===== config.mk =====
export PLATFORM = sky130hd
export DESIGN_NAME = vga_sync_gen
export DESIGN_NICKNAME = d
export VERILOG_FILES = /design/src/rtl/vga_sync_gen.sv
export SDC_FILE = /design/constraint.sdc
export NUM_CORES = 1
export LEC_CHECK = 0
export ABC_AREA = 1
export BUFFER_PORTS_ARGS = -buffer_cell sky130_fd_sc_hd__buf_2
export CORE_MARGIN = 2
export CORE_UTILIZATION = 55
export DETAILED_ROUTE_END_ITERATION = 8
export GPL_ROUTABILITY_DRIVEN = 0
export PLACE_DENSITY = 0.79
export SYNTH_ARGS = -nofsm -noshare
export SYNTH_HDL_FRONTEND = slang
export SYNTH_SLANG_ARGS = --single-unit

===== constraint.sdc =====
create_clock -name CLK -period 4.8 [get_ports CLK]
set_input_delay 0.24 -clock CLK [delete_from_list [all_inputs] [get_ports CLK]]
set_output_delay 0.24 -clock CLK [all_outputs]
set_load 0.005 [all_outputs]

===== src/rtl/vga_sync_gen.sv =====
// 640x480@60 VGA raster timing: pixel-rate divider, h/v counters, syncs, video_on, frame_tick.
// Optional frame-rate blink source enabled by defining VGA_BLINK_EN; otherwise blink is tied low.
module vga_sync_gen #(
    parameter int CLK_DIV   = 4,
    parameter int H_DISPLAY = 640,
    parameter int H_FRONT   = 16,
    parameter int H_SYNC    = 96,
    parameter int H_BACK    = 48,
    parameter int V_DISPLAY = 480,
    parameter int V_FRONT   = 10,
    parameter int V_SYNC    = 2,
    parameter int V_BACK    = 33
) (
    input  logic       CLK,
    input  logic       RESET,
    output logic       p_tick,
    output logic [9:0] pix_x,
    output logic [9:0] pix_y,
    output logic       hsync,
    output logic       vsync,
    output logic       video_on,
    output logic       frame_tick,
    output logic       blink
);
    localparam int H_TOTAL = H_DISPLAY + H_FRONT + H_SYNC + H_BACK;
    localparam int V_TOTAL = V_DISPLAY + V_FRONT + V_SYNC + V_BACK;

    localparam logic [3:0] DIV_LAST = 4'(CLK_DIV - 1);
    localparam logic [9:0] H_LAST   = 10'(H_TOTAL - 1);
    localparam logic [9:0] V_LAST   = 10'(V_TOTAL - 1);
    localparam logic [9:0] H_VIS    = 10'(H_DISPLAY);
    localparam logic [9:0] V_VIS    = 10'(V_DISPLAY);
    localparam logic [9:0] HS_START = 10'(H_DISPLAY + H_FRONT);
    localparam logic [9:0] HS_END   = 10'(H_DISPLAY + H_FRONT + H_SYNC);
    localparam logic [9:0] VS_START = 10'(V_DISPLAY + V_FRONT);
    localparam logic [9:0] VS_END   = 10'(V_DISPLAY + V_FRONT + V_SYNC);

    logic [3:0] div_cnt_reg, div_cnt_next;
    logic       p_tick_reg;
    logic [9:0] h_cnt_reg, h_cnt_next;
    logic [9:0] v_cnt_reg, v_cnt_next;
    logic       hsync_reg, vsync_reg;
    logic       h_end, v_end;

    always_comb begin
        div_cnt_next = (div_cnt_reg == DIV_LAST) ? 4'd0 : div_cnt_reg + 4'd1;
        h_end        = (h_cnt_reg == H_LAST);
        v_end        = (v_cnt_reg == V_LAST);
        h_cnt_next   = h_cnt_reg;
        v_cnt_next   = v_cnt_reg;
        if (p_tick_reg) begin
            h_cnt_next = h_end ? 10'd0 : h_cnt_reg + 10'd1;
            if (h_end)
                v_cnt_next = v_end ? 10'd0 : v_cnt_reg + 10'd1;
        end
    end

    // Syncs are decoded from the next counter values so they switch on the same edge as pix_x/pix_y.
    always_ff @(posedge CLK or posedge RESET) begin
        if (RESET) begin
            div_cnt_reg <= 4'd0;
            p_tick_reg  <= 1'b0;
            h_cnt_reg   <= 10'd0;
            v_cnt_reg   <= 10'd0;
            hsync_reg   <= 1'b1;
            vsync_reg   <= 1'b1;
        end else begin
            div_cnt_reg <= div_cnt_next;
            p_tick_reg  <= (div_cnt_reg == DIV_LAST);
            h_cnt_reg   <= h_cnt_next;
            v_cnt_reg   <= v_cnt_next;
            hsync_reg   <= !((h_cnt_next >= HS_START) && (h_cnt_next < HS_END));
            vsync_reg   <= !((v_cnt_next >= VS_START) && (v_cnt_next < VS_END));
        end
    end

    assign p_tick     = p_tick_reg;
    assign pix_x      = h_cnt_reg;
    assign pix_y      = v_cnt_reg;
    assign hsync      = hsync_reg;
    assign vsync      = vsync_reg;
    assign video_on   = (h_cnt_reg < H_VIS) && (v_cnt_reg < V_VIS);
    assign frame_tick = p_tick_reg && h_end && v_end;

`ifdef VGA_BLINK_EN
    logic [5:0] frame_cnt_reg;

    always_ff @(posedge CLK or posedge RESET) begin
        if (RESET)
            frame_cnt_reg <= 6'd0;
        else if (frame_tick)
            frame_cnt_reg <= frame_cnt_reg + 6'd1;
    end

    assign blink = frame_cnt_reg[5];
`else
    assign blink = 1'b0;
`endif

endmodule


* After elaboration in Yosys (flattened, before gate mapping) *
Cells that the tools add are included.

operators by class
  $add $sub $neg = 3
  multiply operators = 0
  div/mod/pow operators = 0
  $lt $le $gt $ge = 6
  equality and inequality tests = 3
  shifts and indexed selects = 0
  muxes and demuxes = 6
  bitwise gates (word level) = 0
  reductions and logical operators = 7

operators with widths
  operator                 number
  $mux W10                 5
  $add A10 B1 Y10 const B  2
  $eq A10 B10 Y1 const B   2
  $lt A10 B10 Y1 const B   2
  $lt A10 B9 Y1 const B    2
  $ge A10 B10 Y1 const B   1
  $ge A10 B9 Y1 const B    1
  $logic_and A1 B1 Y1      5
  $add A4 B1 Y4 const B    1
  $eq A4 B2 Y1 const B     1
  $mux W4                  1
  $logic_not A1 Y1         2

word-level totals
  register bits = 27
  latch bits = 0
  RAM bits = 0
  memory bits (read-only) = 0
  input bits = 2
  output and inout bits = 26
  logic and storage cells = 31
  memories = 0

* Logic depth before layout (Yosys ltp) *
Gate-level depths: netlist of run 1.

  word-level depth = 7
  depth in mapped cells = 12
  gate-level depth less buffers = 12

* Worst setup path before layout of run 1 *
OpenSTA, ideal clock, no wires.

  path type = reg2reg
  start point = register h_cnt_reg[0], in the netlist pix_x[0]
  end point = register vsync_reg, in the netlist vsync
  setup time = 0.088 ns
  arrival = 1.483 ns
  data required time = 4.712 ns
  setup slack = 3.229 ns
  cell stages (with the launch flop) = 11
  period minus slack after synthesis = 1.571 ns
  path through = dfrtp_1 > ha_1 > nand2_1 > nor2_4 > nand2_2 > nor2_8 > nand3_1 > nand2_1 > nand2_1 > nor2_1 > nand4_1

on the way
  word-level cells in the longest chain between the ends = 6

ends and longest elaborated chain
  what                                            RTL line  source
  from (decl)                                     40        logic [9:0] h_cnt_reg, h_cnt_next;
  from (signal assigned)                          70        h_cnt_reg <= h_cnt_next;
  $eq A10 B10 Y1 (*)                              47        h_end = (h_cnt_reg == H_LAST);
  $mux W10 (*)                                    53        if (h_end)
  $mux W10 (*)                                    51        if (p_tick_reg) begin
  $ge A10 B9 Y1 or $lt A10 B9 Y1 (tied branches)  73        vsync_reg <= !((v_cnt_next >= VS_START) && (v_cnt_next < VS_END));
  $logic_and A1 B1 Y1 (*)                         73
  $logic_not A1 Y1 (*)                            73
  to (signal assigned)                            73
  to (decl)                                       42        logic hsync_reg, vsync_reg;

Mark *: on every way between the ends. The rest lies on a longest branch, timed or not.

* Worst setup path in the final report of run 1 *
  start point = register h_cnt_reg[0], in the netlist pix_x[0]
  end point = output frame_tick

on the way
  word-level cells in the longest chain between the ends = 3

ends and longest elaborated chain
  what                              RTL line  source
  $eq A10 B10 Y1                    47
  $logic_and A1 B1 Y1 (2 in a row)  83        assign frame_tick = p_tick_reg && h_end && v_end;
  to (decl)                         22        output logic frame_tick,

No other way between the ends.

==> results.ini, run 1 <==
[critical_path]
setup.worst_path.class = register to primary output
worstPathMaxFanout = 7
cp.required_ps = 4560
crit_path_start_kind = register
worst_setup_path_end_kind = primary output
worst_endpoint_data_arrival_time_ps = 1910

[placement]
placement.setup.worst_slack_ps = 3010
dpl.cell_count = 273
count_of_input_and_output_buffers = 26
detailed_place_hpwl_mm = 2.35

[timing]
report.final.slew_viol_count = 0
worstMarginPinSlew_ps = 1010
min_period_ps = 2150
layout_worst_path_cycle_share_pct = 44.7
sum_neg_setup_slack_ps = 0
grt_setup_unrepaired = false
maxSlewHeadroom_pct = 32.7
final_ws_setup_ps = 2650
timing.hold.ws_ps = 137
fmax_ghz = 0.466
setup_viol_count_final = 0
finalHoldViolations = 0
skew_ps = 11.8

[clock_tree]
number_of_clock_buffers_inserted_by_tritoncts = 3
clkSinkCount = 27
postCtsHoldBufs = 0
cts_tree = done
postCtsSetupRepairBufs = 0
ctsResizeCount = 0
worst_setup_hold_path_clk_slew_ps = 140
buffer_cell_driving_the_clock_tree_root = sky130_fd_sc_hd__clkbuf_4
h-tree-depth = 1
clock_latency_ps = 320
ctsLongestPathBuffers = 2

[die]
design.die.area_mm2 = 0.00332
die_h_um = 57.6
io_pins = 28
die_x_um = 57.6
std_cell_rows = 19
design.core.area_mm2 = 0.00273
initial_core_util_pct = 57.8

[route]
vias = 1373
vias_per_cell = 4.96
first_iter_violations = 80
first_pass_iters = 4
remaining_drc_errors = 0
antenna_violating_nets_post_route = 0
drt-total-wl_mm = 3.01
route.detailed.wl_per_inst_um = 10.9

[synthesis]
post-synth-top-area-fraction_pct = 39.6
postSynth.topFlopCell = sky130_fd_sc_hd__dfrtp_1
post_synth_edffs = 0
seq_area_frac_synth_pct = 42.9
cell_area_after_synthesis_mm2 = 0.00158
instance_count_of_the_mapped_netlist = 218
synth_largest_area_cell = sky130_fd_sc_hd__dfrtp_1
post_synth_most_frequent_cells = sky130_fd_sc_hd__nand2_1, sky130_fd_sc_hd__inv_1, sky130_fd_sc_hd__nor2_1
synth.most_common_cell = sky130_fd_sc_hd__nand2_1
netlist-cell-type-count = 27
total_of_warnings_raised_by_yosys = 0
synth_net_count = 224
top_cells_by_area_in_the_synthesized_netlist = sky130_fd_sc_hd__dfrtp_1, sky130_fd_sc_hd__nand2_1, sky130_fd_sc_hd__inv_1
yosys_register_bits = 27
synthArstFlopShare_pct = 100
synth_area_per_cell_um2 = 7.24

[power]
total_power_uw = 327
power_switching_share_pct = 20.5
clkPwrFrac_pct = 29.0
share_comb_of_total_power_pct = 1.5
highest_ir_drop_seen_on_vdd_mv = 0.149
reported_net_switching_power_uw = 67.0
leakage_nw = 1.01
reg_power_share_pct = 69.5
power.density_mw_per_mm2 = 186
power.internal_uw = 260

[flow_run]
drv.max_cap_violation_count = 0

[outcome]
status = completed

[global_routing]
wire_length_of_the_first_global_routing_pass_mm = 5.11
grt_antenna_before_repair = 0
first_global_vias = 1223
grt.overflow.total = 0
maximum_number_of_pins_on_one_net_before_global_route_repair = 28
track_usage_pct = 19.5

[cells_and_area]
finish.net_count = 253
antenna_cells_inserted = 0
final_layout_size_suffix_gt1_share_pct = 18.7
final-seq-area_um2 = 678
fillerInstances = 254
fin_cells = 277
multi_input_area_um2 = 717
area.growth.synth_to_final_pct = 11.6

[worst_hold_path]
min-delay-path-class = primary input to async pin

## cells in the final DEF (no fill, tap or decap), drive strengths merged
cell type	synthesis	final
nor3	4	4
clkbuf	1	4
buf	1	26
a21oi	3	3
conb	1	1
dfrtp	25	25
nand2	59	59
nand4	4	4
xor2	2	2
nor2	30	30
inv	46	46
dfstp	2	2
o21ai	11	11
o2111a	1	1
nand3	22	22
ha	4	4
or2	1	1
o21a	1	1
## area by class of cell
class	count	share of cell area [%]
multi-input combinational	143	40.7
sequential	27	38.5
inverter	46	9.79
timing repair buffer	26	7.38
tap	31	2.20
clock buffer	4	1.49
## final timing paths
| check | startpoint | endpoint | slack, ps | cells past startpoint |
|---|---|---|---|---|
| worst max-delay path | pix_x[0]$_DFF_PP0_ | frame_tick | 2650 | 7 |
| worst min-delay path | RESET | pix_y[6]$_DFF_PP0_ | 140 | 2 |
| worst max register to register | pix_x[0]$_DFF_PP0_ | vsync$_DFF_PP1_ | 2990 | 10 |
| worst min register to register | div_cnt_reg[0]$_DFF_PP0_ | div_cnt_reg[0]$_DFF_PP0_ | 470 | 1 |
| max in group asynchronous | RESET | pix_x[0]$_DFF_PP0_ | 4050 | 2 |
| min in group CLK | div_cnt_reg[0]$_DFF_PP0_ | div_cnt_reg[0]$_DFF_PP0_ | 470 | 1 |
## critical path, stage by stage (launching register included)
cell and delay [ps]:
sky130_fd_sc_hd__dfrtp_1 500, sky130_fd_sc_hd__ha_1 230, sky130_fd_sc_hd__nand2_1 130, sky130_fd_sc_hd__nor3_4 180, sky130_fd_sc_hd__nand2_2 120, sky130_fd_sc_hd__or2_1 260
sky130_fd_sc_hd__inv_1 70, sky130_fd_sc_hd__buf_2 100
## cell families after synthesis
family / Yosys count / synth area share [%]
other cells: 1 / 0.237
simple gates: 120 / 35.0
compound gates: 16 / 5.86
fa+ha+maj: 4 / 3.17
xor+xnor: 2 / 1.11
flops: 27 / 42.9
buf+inv: 48 / 11.6
## power groups by stage
stage	sequential [mW]	combinational, mW	clock (mW)
2_1_floorplan	0.232	0.00412	0
3_3_place_gp	0.232	0.00518	0
3_5_place_dp	0.232	0.00526	0
4_1_cts	0.228	0.00525	0.100
5_1_grt	0.228	0.00605	0.106
6_report	0.228	0.00479	0.0950
## per-layer routing
layer / global-route usage, % / part of all wire, % / vias up
li1: - / - / 729
met1: 29.1 / 51 / 616
met2: 30.2 / 45 / 26
met3: 2.04 / 3.5 / 2
met4: 5.65 / 0.63 / 0
met5: 0 / 0 / -
## metrics by stage
stage	cell area (µm²)	util, %
after global routing	1760	64.5
after global placement	1740	63.5
after detailed placement	1740	63.5
final	1760	64.5
after CTS	1760	64.5
after floorplan	1580	-
Power figures use the tool's default switching activity.
==> run 2: changes to the inputs <==
- CORE_UTILIZATION: 55 -> 50
- PLACE_DENSITY: 0.79 -> 0.75
- clock period: 4.8 -> 1.96 ns (I/O delays scaled with it)
==> run 2 against run 1 <==
- final cell count rose by 9.7%
- first-iteration DRC count fell by 29%
- die area rose by 9.3%
- final area rose by 7.8%
- sequential power rose by 140%
- register-to-register slack got worse by 2700 ps
- clock skew fell by 4.7 ps
- clock-buffer cell count fell by 1
==> results.ini, run 2 (same netlist as run 1, synthesis figures left out) <==
[timing]
skew_ps = 7.10
sum_neg_setup_slack_ps = 0
layout_worst_path_cycle_share_pct = 94.6
report.final.slew_viol_count = 0
setup_viol_count_final = 0
timing.hold.ws_ps = 325
min_period_ps = 1850
finalHoldViolations = 0
grt_setup_unrepaired = false
fmax_ghz = 0.539

[global_routing]
wire_length_of_the_first_global_routing_pass_mm = 5.80
first_global_vias = 1306
maximum_number_of_pins_on_one_net_before_global_route_repair = 28
track_usage_pct = 21.5
grt.overflow.total = 0
grt_antenna_before_repair = 0

[clock_tree]
ctsLongestPathBuffers = 2
h-tree-depth = 1
cts_tree = done
worst_setup_hold_path_clk_slew_ps = 150
number_of_clock_buffers_inserted_by_tritoncts = 3
clkSinkCount = 27
buffer_cell_driving_the_clock_tree_root = sky130_fd_sc_hd__clkbuf_4
clock_latency_ps = 340

[cells_and_area]
layout_commonest_cell = sky130_fd_sc_hd__nand2_1
antenna_cells_inserted = 0
finalCoreUtilization_pct = 62.8
layout_common_cells = sky130_fd_sc_hd__nand2_1, sky130_fd_sc_hd__inv_1, sky130_fd_sc_hd__buf_2
fin_area_mm2 = 0.00190
area.growth.synth_to_final_pct = 20.4
final_layout_size_suffix_gt1_share_pct = 25.8
finish.net_count = 267

[critical_path]
worst_endpoint_data_arrival_time_ps = 1760
worst_setup_path_end_kind = primary output
setup.worst_path.class = register to primary output
ff2ff_setup_slack_ps = 270
cp.required_ps = 1860
critical_path.reg2reg.endpoint = vsync$_DFF_PP1_
rr_worst_depth = 10
crit_path_start_kind = register
regToRegStartpoint = pix_x[5]$_DFF_PP0_
worstPathMaxFanout = 5

[die]
design.die.area_mm2 = 0.00362
die_x_um = 60.2
std_cell_rows = 20
io_pins = 28
initial_core_util_pct = 52.1
design.core.area_mm2 = 0.00303
die_h_um = 60.2

[route]
vias_per_cell = 4.81
vias = 1461
first_pass_iters = 4
remaining_drc_errors = 0
first_iter_violations = 57
route.detailed.wl_per_inst_um = 11.0
antenna_violating_nets_post_route = 0
drt-total-wl_mm = 3.36

[power]
highest_ir_drop_seen_on_vdd_mv = 0.311
leakage_nw = 1.07
total_power_uw = 829
power.density_mw_per_mm2 = 436

[placement]
detailed_place_hpwl_mm = 2.49
post_dp_cell_area_mm2 = 0.00177
count_of_input_and_output_buffers = 26

[worst_hold_path]
min-delay-path-class = primary input to async pin

[outcome]
status = completed

[flow_run]
drv.max_cap_violation_count = 0

run 2: what timing repair did:
item | in CTS | in global routing
hold buffers | 1 | 0
pin swaps | 1 | 3
buffers inserted | 4 | 7
gates cloned | 0 | 0
setup endpoints to repair | 1 | 1
hold endpoints to repair | 25 | 0
gates resized for setup | 2 | 5
run 2: cell type report:
type	count	area, µm²
inverter	46	173
clock buffer	3	22.5
sequential	27	681
tap	44	55.1
timing repair buffer	40	238
multi-input combinational	143	724
clock inverter	1	7.51
fill	319	1130
run 2: metrics by stage:
stage	cells	setup slack, ps
2_1_floorplan	218	389
3_3_place_gp	288	245
3_5_place_dp	288	199
4_1_cts	297	5.77
5_1_grt	304	1.95
6_report	304	106
run 2: worst max-delay path by stage:
| stage | start | end | slack [ps] | cells past startpoint |
|---|---|---|---|---|
| 6_report | pix_x[5]$_DFF_PP0_ | frame_tick | 110 | 7 |
| 3_3_place_gp | pix_x[0]$_DFF_PP0_ | vsync$_DFF_PP1_ | 250 | 9 |
| 2_1_floorplan | pix_x[0]$_DFF_PP0_ | vsync$_DFF_PP1_ | 390 | 10 |
| 5_1_grt | pix_x[5]$_DFF_PP0_ | frame_tick | 2 | 7 |
| 3_5_place_dp | pix_x[0]$_DFF_PP0_ | vsync$_DFF_PP1_ | 200 | 9 |
| 4_1_cts | pix_x[1]$_DFF_PP0_ | frame_tick | 6 | 7 |
run 2: layer usage:
layer	GRT usage (%)	vias to the layer above	part of all wire, %
met1	30.6	667	47
met3	2.38	7	5.2
met4	8.25	0	1.9
met5	0	-	0
met2	33.5	32	46
li1	-	755	-
run 2: report_power, final:
part | internal (mW) | switching [mW] | total [mW]
sequential | 0.557 | 0 | 0.557
combinational | 0.00347 | 0.0113 | 0.0147
clock | 0.0785 | 0.178 | 0.257
run 2: critical path, cell delays in order, from the launching register on:
cell	delay (ps)
sky130_fd_sc_hd__dfrtp_1	460
sky130_fd_sc_hd__nor2_1	160
sky130_fd_sc_hd__inv_1	60
sky130_fd_sc_hd__nor2_2	170
sky130_fd_sc_hd__nand2_2	110
sky130_fd_sc_hd__or2_1	260
sky130_fd_sc_hd__inv_1	70
sky130_fd_sc_hd__buf_2	110
